## config.mk

```make
export PLATFORM = sky130hd
export DESIGN_NAME = memory_port_arbiter
export DESIGN_NICKNAME = d
export VERILOG_FILES = /design/src/rtl/memory_port_arbiter.sv
export SDC_FILE = /design/constraint.sdc
export NUM_CORES = 1
export LEC_CHECK = 0
export CORE_ASPECT_RATIO = 2
export CORE_MARGIN = 4
export CORE_UTILIZATION = 45
export DETAILED_ROUTE_END_ITERATION = 8
export DONT_BUFFER_PORTS = 1
export GPL_ROUTABILITY_DRIVEN = 0
export PLACE_DENSITY = 0.66
export SYNTH_ARGS = -nofsm -noshare
export SYNTH_HDL_FRONTEND = slang
export SYNTH_SLANG_ARGS = --single-unit
```

## constraint.sdc

```tcl
create_clock -name CLK -period 9.9 [get_ports CLK]
set_clock_uncertainty 0.2 [all_clocks]
set_input_delay 1.485 -clock CLK [delete_from_list [all_inputs] [get_ports CLK]]
set_output_delay 1.485 -clock CLK [all_outputs]
set_load 0.005 [all_outputs]
```

## src/rtl/memory_port_arbiter.sv

```systemverilog
// Arbitrates the single unified memory port between instruction fetch and data access.
// Data has priority, bounded by a starvation counter; a grant timeout raises a sticky bus error.
module memory_port_arbiter #(
  parameter int ADDR_W       = 32,
  parameter int DATA_W       = 32,
  parameter int STARVE_LIMIT = 4,
  parameter int TIMEOUT      = 15
) (
  input  logic                  CLK,
  input  logic                  RST,
  input  logic                  I_Req,
  input  logic [ADDR_W-1:0]     I_Addr,
  output logic                  I_Ready,
  output logic [DATA_W-1:0]     I_R_Data,
  input  logic                  D_Req,
  input  logic                  D_W_En,
  input  logic [ADDR_W-1:0]     D_Addr,
  input  logic [DATA_W/8-1:0]   D_Byte_En,
  input  logic [DATA_W-1:0]     D_W_Data,
  output logic                  D_Ready,
  output logic [DATA_W-1:0]     D_R_Data,
  output logic                  Mem_Req,
  output logic                  Mem_W_En,
  output logic [ADDR_W-1:0]     Mem_Addr,
  output logic [DATA_W/8-1:0]   Mem_Byte_En,
  output logic [DATA_W-1:0]     Mem_W_Data,
  input  logic                  Mem_Ack,
  input  logic [DATA_W-1:0]     Mem_R_Data,
  output logic                  Stall_Mem,
  output logic                  Bus_Err
);

  localparam int WAIT_W   = $clog2(TIMEOUT + 1);
  localparam int STARVE_W = $clog2(STARVE_LIMIT + 1);

  localparam logic [1:0] IDLE  = 2'b00;
  localparam logic [1:0] GNT_I = 2'b01;
  localparam logic [1:0] GNT_D = 2'b10;

  logic [1:0]          state;
  logic [STARVE_W-1:0] starve_cnt;
  logic [WAIT_W-1:0]   wait_cnt;

  logic i_pend, d_pend, i_cand, d_cand;
  logic decide, starved, pick_i, pick_d, timed_out;

  // A request whose Ready is showing is the one just served and is not yet withdrawn,
  // so it never counts as pending; the owner is also excluded in its own ack cycle.
  always_comb begin
    i_pend    = I_Req & ~I_Ready;
    d_pend    = D_Req & ~D_Ready;
    i_cand    = i_pend & (state != GNT_I);
    d_cand    = d_pend & (state != GNT_D);
    decide    = (state == IDLE) | Mem_Ack;
    starved   = (starve_cnt == STARVE_W'(STARVE_LIMIT));
    pick_d    = d_cand & ~(i_cand & starved);
    pick_i    = i_cand & ~pick_d;
    timed_out = (state != IDLE) & ~Mem_Ack & (wait_cnt == WAIT_W'(TIMEOUT));
  end

  assign Stall_Mem = (I_Req & ~I_Ready) | (D_Req & ~D_Ready);

  always_ff @(posedge CLK or posedge RST) begin
    if (RST) begin
      state       <= IDLE;
      Mem_Req     <= 1'b0;
      Mem_W_En    <= 1'b0;
      Mem_Addr    <= '0;
      Mem_Byte_En <= '0;
      Mem_W_Data  <= '0;
      I_Ready     <= 1'b0;
      D_Ready     <= 1'b0;
      I_R_Data    <= '0;
      D_R_Data    <= '0;
      Bus_Err     <= 1'b0;
      starve_cnt  <= '0;
      wait_cnt    <= '0;
    end else begin
      I_Ready <= 1'b0;
      D_Ready <= 1'b0;

      if (state != IDLE) begin
        if (Mem_Ack) begin
          if (state == GNT_I) begin
            I_Ready  <= 1'b1;
            I_R_Data <= Mem_R_Data;
          end else begin
            D_Ready  <= 1'b1;
            D_R_Data <= Mem_W_En ? '0 : Mem_R_Data;
          end
        end else if (timed_out) begin
          // Dead bus: release the requester with zero data so the pipeline unstalls.
          Bus_Err <= 1'b1;
          Mem_Req <= 1'b0;
          state   <= IDLE;
          if (state == GNT_I) begin
            I_Ready  <= 1'b1;
            I_R_Data <= '0;
          end else begin
            D_Ready  <= 1'b1;
            D_R_Data <= '0;
          end
        end else begin
          wait_cnt <= wait_cnt + WAIT_W'(1);
        end
      end

      if (decide) begin
        if (pick_d) begin
          state       <= GNT_D;
          Mem_Req     <= 1'b1;
          Mem_W_En    <= D_W_En;
          Mem_Addr    <= D_Addr;
          Mem_Byte_En <= D_Byte_En;
          Mem_W_Data  <= D_W_Data;
          wait_cnt    <= '0;
          if (i_cand && !starved) begin
            starve_cnt <= starve_cnt + STARVE_W'(1);
          end
        end else if (pick_i) begin
          state       <= GNT_I;
          Mem_Req     <= 1'b1;
          Mem_W_En    <= 1'b0;
          Mem_Addr    <= I_Addr;
          Mem_Byte_En <= '1;
          Mem_W_Data  <= '0;
          wait_cnt    <= '0;
          starve_cnt  <= '0;
        end else begin
          state   <= IDLE;
          Mem_Req <= 1'b0;
        end
      end
    end
  end

endmodule
```

==> metrics.yaml, run 1 <==
outcome: "complete, no violations"
fin_ws_ns: 6.39
dieHeight_um: 171
setup_viol: 0
antenna_found_initial: 0
syn-cell-area_um2: 5990
worstSetupEndpointType: "output pin"
post_cts.repair.setup_buffers: 0
synth_nets: 692
wirelength_um: 15300
design_area_um2: 6650
slew_headroom: 0.196
rows: 59
cts_hold_buf: 0
first_global_vias: 4312
postPlaceCellArea_um2: 6090
ys_ff_latch: 146
grt_max_degree: 86
worstMarginPinSlew_ns: 1.21
grt_overflow: 0
maxSlewViolCount: 0
drt-pass1-iter-count: 4
cp_slowest_stage_delay_ns: 0.19
fin_crit_sh: 0.355
drt_iter0_markers: 94
synth_edf_count: 0
viasPerCell: 5.86
synth.distinct_cells: 35
cts-root-buf: "clkbuf_16"
start_util: 0.459
hold_viol_final: 0
yosysSeqAreaShare: 0.609
setup_tns_ns: 0
cts_inserted_buffers: 17
antennaDiodeCount: 0
clock_latency_ns: 0.40
cap_viol_max_count: 0
pin_count: 276
place_ws_ns: 6.39
path_cells: "nand2b_1, nand2_1"
mostFrequentLayoutCell: "dfrtp_1"
ant_nets: 0
reg2reg_depth: 6
worstHoldPathCells: 1
core_region_area_um2: 13100
start_kind: "primary input"
cp_slowest_cell: "nand2b_1"
p_leak_nw: 3.24
total_power_w: 0.00223
rsz0062_at_grt: "false"
cts_resized: 0
cts.sinks: 146
syn2layout_area_growth_pct: 10.9
critical_path_required_ns: 8.22
grt_pass1_wl_um: 23000
numPortBuffers: 0
syn_inst: 551
post-route-min-period_ns: 3.51
worstPathMaxFanout: 5
wl_per_cell_um: 21.9
dieArea_um2: 15300
layout_common_cells: "146 x dfrtp_1, 74 x inv_1, 73 x nand2_1"
drive_gt1_frac: 0.108
yosys_most_used_dff: "dfrtp_1"
clock_path_buffers: 2
htree_levels: 4
nNetsFinal: 676
power_density_nw_per_um2: 335
yosys_warnings: 0
chipWidth_um: 89.6
synth-async-reset-ratio: 1.00
fmax_ghz: 0.285
critPathBufInv: 0
vias: 4099
avgSynthCellArea_um2: 10.9
dp_hpwl_um: 10900
vdd_drop_max_mv: 0.133
crit_cells: 2
clkTransAtPathRegs_ns: 0.06
crit_arrival_ns: 1.83
cts_tree: "done"
grt_usage: 0.197
crit_type: "in -> out"
drc: 0
hp-class: "reg -> reg"
critical_path.top_delay_family: "simple AND/OR/NAND/NOR gates"
cells in the mapped netlist (all sizes together) (2+ instances only):
library cell,number,share of area
a21o,3,0.0038
o21ai,40,0.033
dfrtp,146,0.61
clkbuf,23,0.014
nand2b,4,0.0042
buf,20,0.018
a221oi,32,0.057
a22o,65,0.095
a21oi,4,0.0033
nor3,35,0.029
o21a,2,0.0025
nand2,73,0.046
ha,3,0.0063
nor2,5,0.0031
nor2b,2,0.0021
a2bb2oi,4,0.0058
a211oi,2,0.0033
inv,76,0.048
sequential cells by signal (all words and copies together) (netlist names):
register,flops
Mem_Req,1
Mem_Addr,32
wait_cnt,4
Mem_W_Data,32
state,2
I_R_Data,32
starve_cnt,3
D_Ready,1
I_Ready,1
D_R_Data,32
Mem_W_En,1
Bus_Err,1
Mem_Byte_En,4
worst paths after layout:
kind / to / slack, ns / startpoint
max: Stall_Mem / 6.39 / D_Req
min: Bus_Err / 0.32 / Bus_Err
max reg2reg: Mem_Addr[28] / 7.16 / state[1]
min reg2reg: Bus_Err / 0.32 / Bus_Err
max in group asynchronous: Mem_W_Data[2] / 7.21 / RST
min in group asynchronous: I_R_Data[0] / 0.78 / RST
power breakdown:
group	internal [W]	switching, W
Sequential	0.000833	0.000214
Clock	0.000336	0.000266
Combinational	0.000250	0.000331
stage by stage:
stage,instances,utilization,hold slack [ns]
floorplan,551,-,0.251
global placement,668,0.466,0.288
detailed placement,668,0.466,0.302
CTS,699,0.509,0.324
global route,699,0.509,0.340
finish,699,0.509,0.315
routing by layer:
layer | part of all wire | vias up | GRT usage
met2 | 0.53 | 202 | 0.342
met5 | 0 | - | 0
met1 | 0.34 | 2002 | 0.212
li1 | - | 1870 | -
met3 | 0.10 | 25 | 0.0662
met4 | 0.024 | 0 | 0.0810
logic make-up (layout without fill, tap and decap cells):
logic type	Yosys count	count (layout)	synth area share
buf+inv	119	115	0.0797
compound gates	155	155	0.209
simple gates	127	127	0.0943
flops	146	146	0.609
fa+ha+maj	3	3	0.00626
xor+xnor	1	1	0.00146
final cells by class:
cell class | count | area [um^2]
clock inverter | 13 | 123
tap | 152 | 190
fill | 1159 | 6420
clock buffer | 18 | 439
sequential | 146 | 3650
multi-input combinational | 286 | 1890
timing repair buffer | 8 | 60.1
inverter | 76 | 290
Power figures use the tool's default switching activity.
==> run 2, diff against run 1 <==
PLACE_DENSITY = 0.68   (was 0.66)
clock period = 3.15 ns   (was 9.9 ns; I/O delays follow)
==> run 2 against run 1 <==
  * Combinational power grew to 3.4 times the previous value
  * Register-to-register slack lost 6.5 ns
  * Via count increased by 11%
  * Sequential power rose to 3.2 times the previous value
  * Count of clock-buffer cells in the layout down 1
==> metrics.yaml, run 2 (same netlist as run 1, synthesis figures left out) <==
cts_hold_buf: 78
post-route-min-period_ns: 2.46
drt-pass1-iter-count: 4
grt_overflow: 0
drive_gt1_frac: 0.0981
r2r-start: "wait_cnt[0]"
layout_common_cells: "146 x dfrtp_1, 82 x dlygate4sd3_1, 74 x inv_1"
post_cts.repair.setup_buffers: 0
fin_ws_ns: 0.691
wirelength_um: 16800
worstPathMaxFanout: 33
grt_pass1_wl_um: 24200
cts_inserted_buffers: 17
antennaDiodeCount: 0
fmax_ghz: 0.407
vdd_drop_max_mv: 0.525
clock_latency_ns: 0.41
nNetsFinal: 760
dp_hpwl_um: 11200
htree_levels: 4
cts-root-buf: "clkbuf_16"
antenna_found_initial: 0
worstSetupEndpointType: "flop"
numPortBuffers: 0
cts_tree: "done"
hp-class: "in -> reg"
setup_viol: 0
hold_start: "D_W_Data[0]"
holdPathEnd: "Mem_W_Data[0]"
syn2layout_area_growth_pct: 25.6
crit_arrival_ns: 2.60
rows: 59
maxSlewViolCount: 0
r2r_slack_ns: 0.69
dieHeight_um: 171
reg2reg_depth: 5
grt_max_degree: 87
rsz0062_at_grt: "false"
cts.sinks: 146
dieArea_um2: 15300
mostFrequentLayoutCell: "dfrtp_1"
place_ws_ns: 0.755
core_region_area_um2: 13100
pin_count: 276
clkTransAtPathRegs_ns: 0.07
drc: 0
total_power_w: 0.00724
vias: 4534
cap_viol_max_count: 0
viasPerCell: 5.78
wl_per_cell_um: 21.4
fin_crit_sh: 0.781
power_density_nw_per_um2: 961
crit_type: "reg -> reg"
hold_viol_final: 0
slew_headroom: 0.190
final_core_util: 0.576
first_global_vias: 4702
cts_resized: 0
start_util: 0.459
clock_path_buffers: 2
p_leak_nw: 3.61
setup_tns_ns: 0
outcome: "complete, no violations"
chipWidth_um: 89.6
critical_path_required_ns: 3.29
worstHoldPathCells: 1
worstMarginPinSlew_ns: 1.22
drt_iter0_markers: 201
rr_endpoint: "I_R_Data[11]"
start_kind: "flop"
grt_usage: 0.209
ant_nets: 0
-- run 2: cell count changes in the layout (fill, tap and decap cells not counted) --
cell           before  now
inv_8               2    3
clkinv_4            3    2
dlygate4sd3_1       0   82
clkinv_8            1    2
buf_4               8    7
clkinv_2            0    2
clkbuf_8            1    0
clkinvlp_4          3    2
buf_12              0    3
-- run 2: worst max path at each step --
stage / start / slack, ns / endpoint
after global placement: state[1] / 0.84 / Mem_W_Data[27]
after CTS: wait_cnt[0] / 0.73 / I_R_Data[12]
after detailed placement: wait_cnt[0] / 0.75 / I_R_Data[7]
final: wait_cnt[0] / 0.69 / I_R_Data[11]
after floorplan: RST / 0.64 / Bus_Err
after global routing: wait_cnt[0] / 0.53 / I_R_Data[4]
-- run 2: metrics by stage --
| stage | instances | hold slack (ns) | instance area (um^2) |
|---|---|---|---|
| 2_1_floorplan | 551 | 0.251 | 6000 |
| 3_3_place_gp | 670 | 0.278 | 6140 |
| 3_5_place_dp | 670 | 0.287 | 6140 |
| 4_1_cts | 780 | 0.000123 | 7490 |
| 5_1_grt | 784 | 0.00125 | 7530 |
| 6_report | 784 | 0.0212 | 7530 |
-- run 2: area by class of cell --
| cell class | count | area [um^2] |
|---|---|---|
| tap | 152 | 190 |
| clock buffer | 17 | 425 |
| timing repair buffer | 92 | 933 |
| inverter | 76 | 289 |
| multi-input combinational | 286 | 1890 |
| sequential | 146 | 3650 |
| fill | 1044 | 5540 |
| clock inverter | 15 | 145 |
-- run 2: critical path, cell delays in order (launching register included) --
cell	delay, ns
dfrtp_1	0.41
ha_1	0.25
and3_1	0.24
nor2_1	0.09
or3_1	0.92
a22o_1	0.27
-- run 2: where the power goes --
group	total (W)	leakage, nW	switching, W	internal [W]
sequential	0.00332	1.82	0.000702	0.00262
clock	0.00193	0.280	0.000878	0.00105
combinational	0.00199	1.51	0.00111	0.000882
total	0.00724	3.61	0.00269	0.00455
-- run 2: routing by layer --
| layer | vias to the layer above | track usage | share of wire |
|---|---|---|---|
| met5 | - | 0 | 0 |
| met4 | 0 | 0.0810 | 0.023 |
| met3 | 34 | 0.0700 | 0.088 |
| met2 | 242 | 0.377 | 0.55 |
| met1 | 2217 | 0.215 | 0.34 |
| li1 | 2041 | - | - |
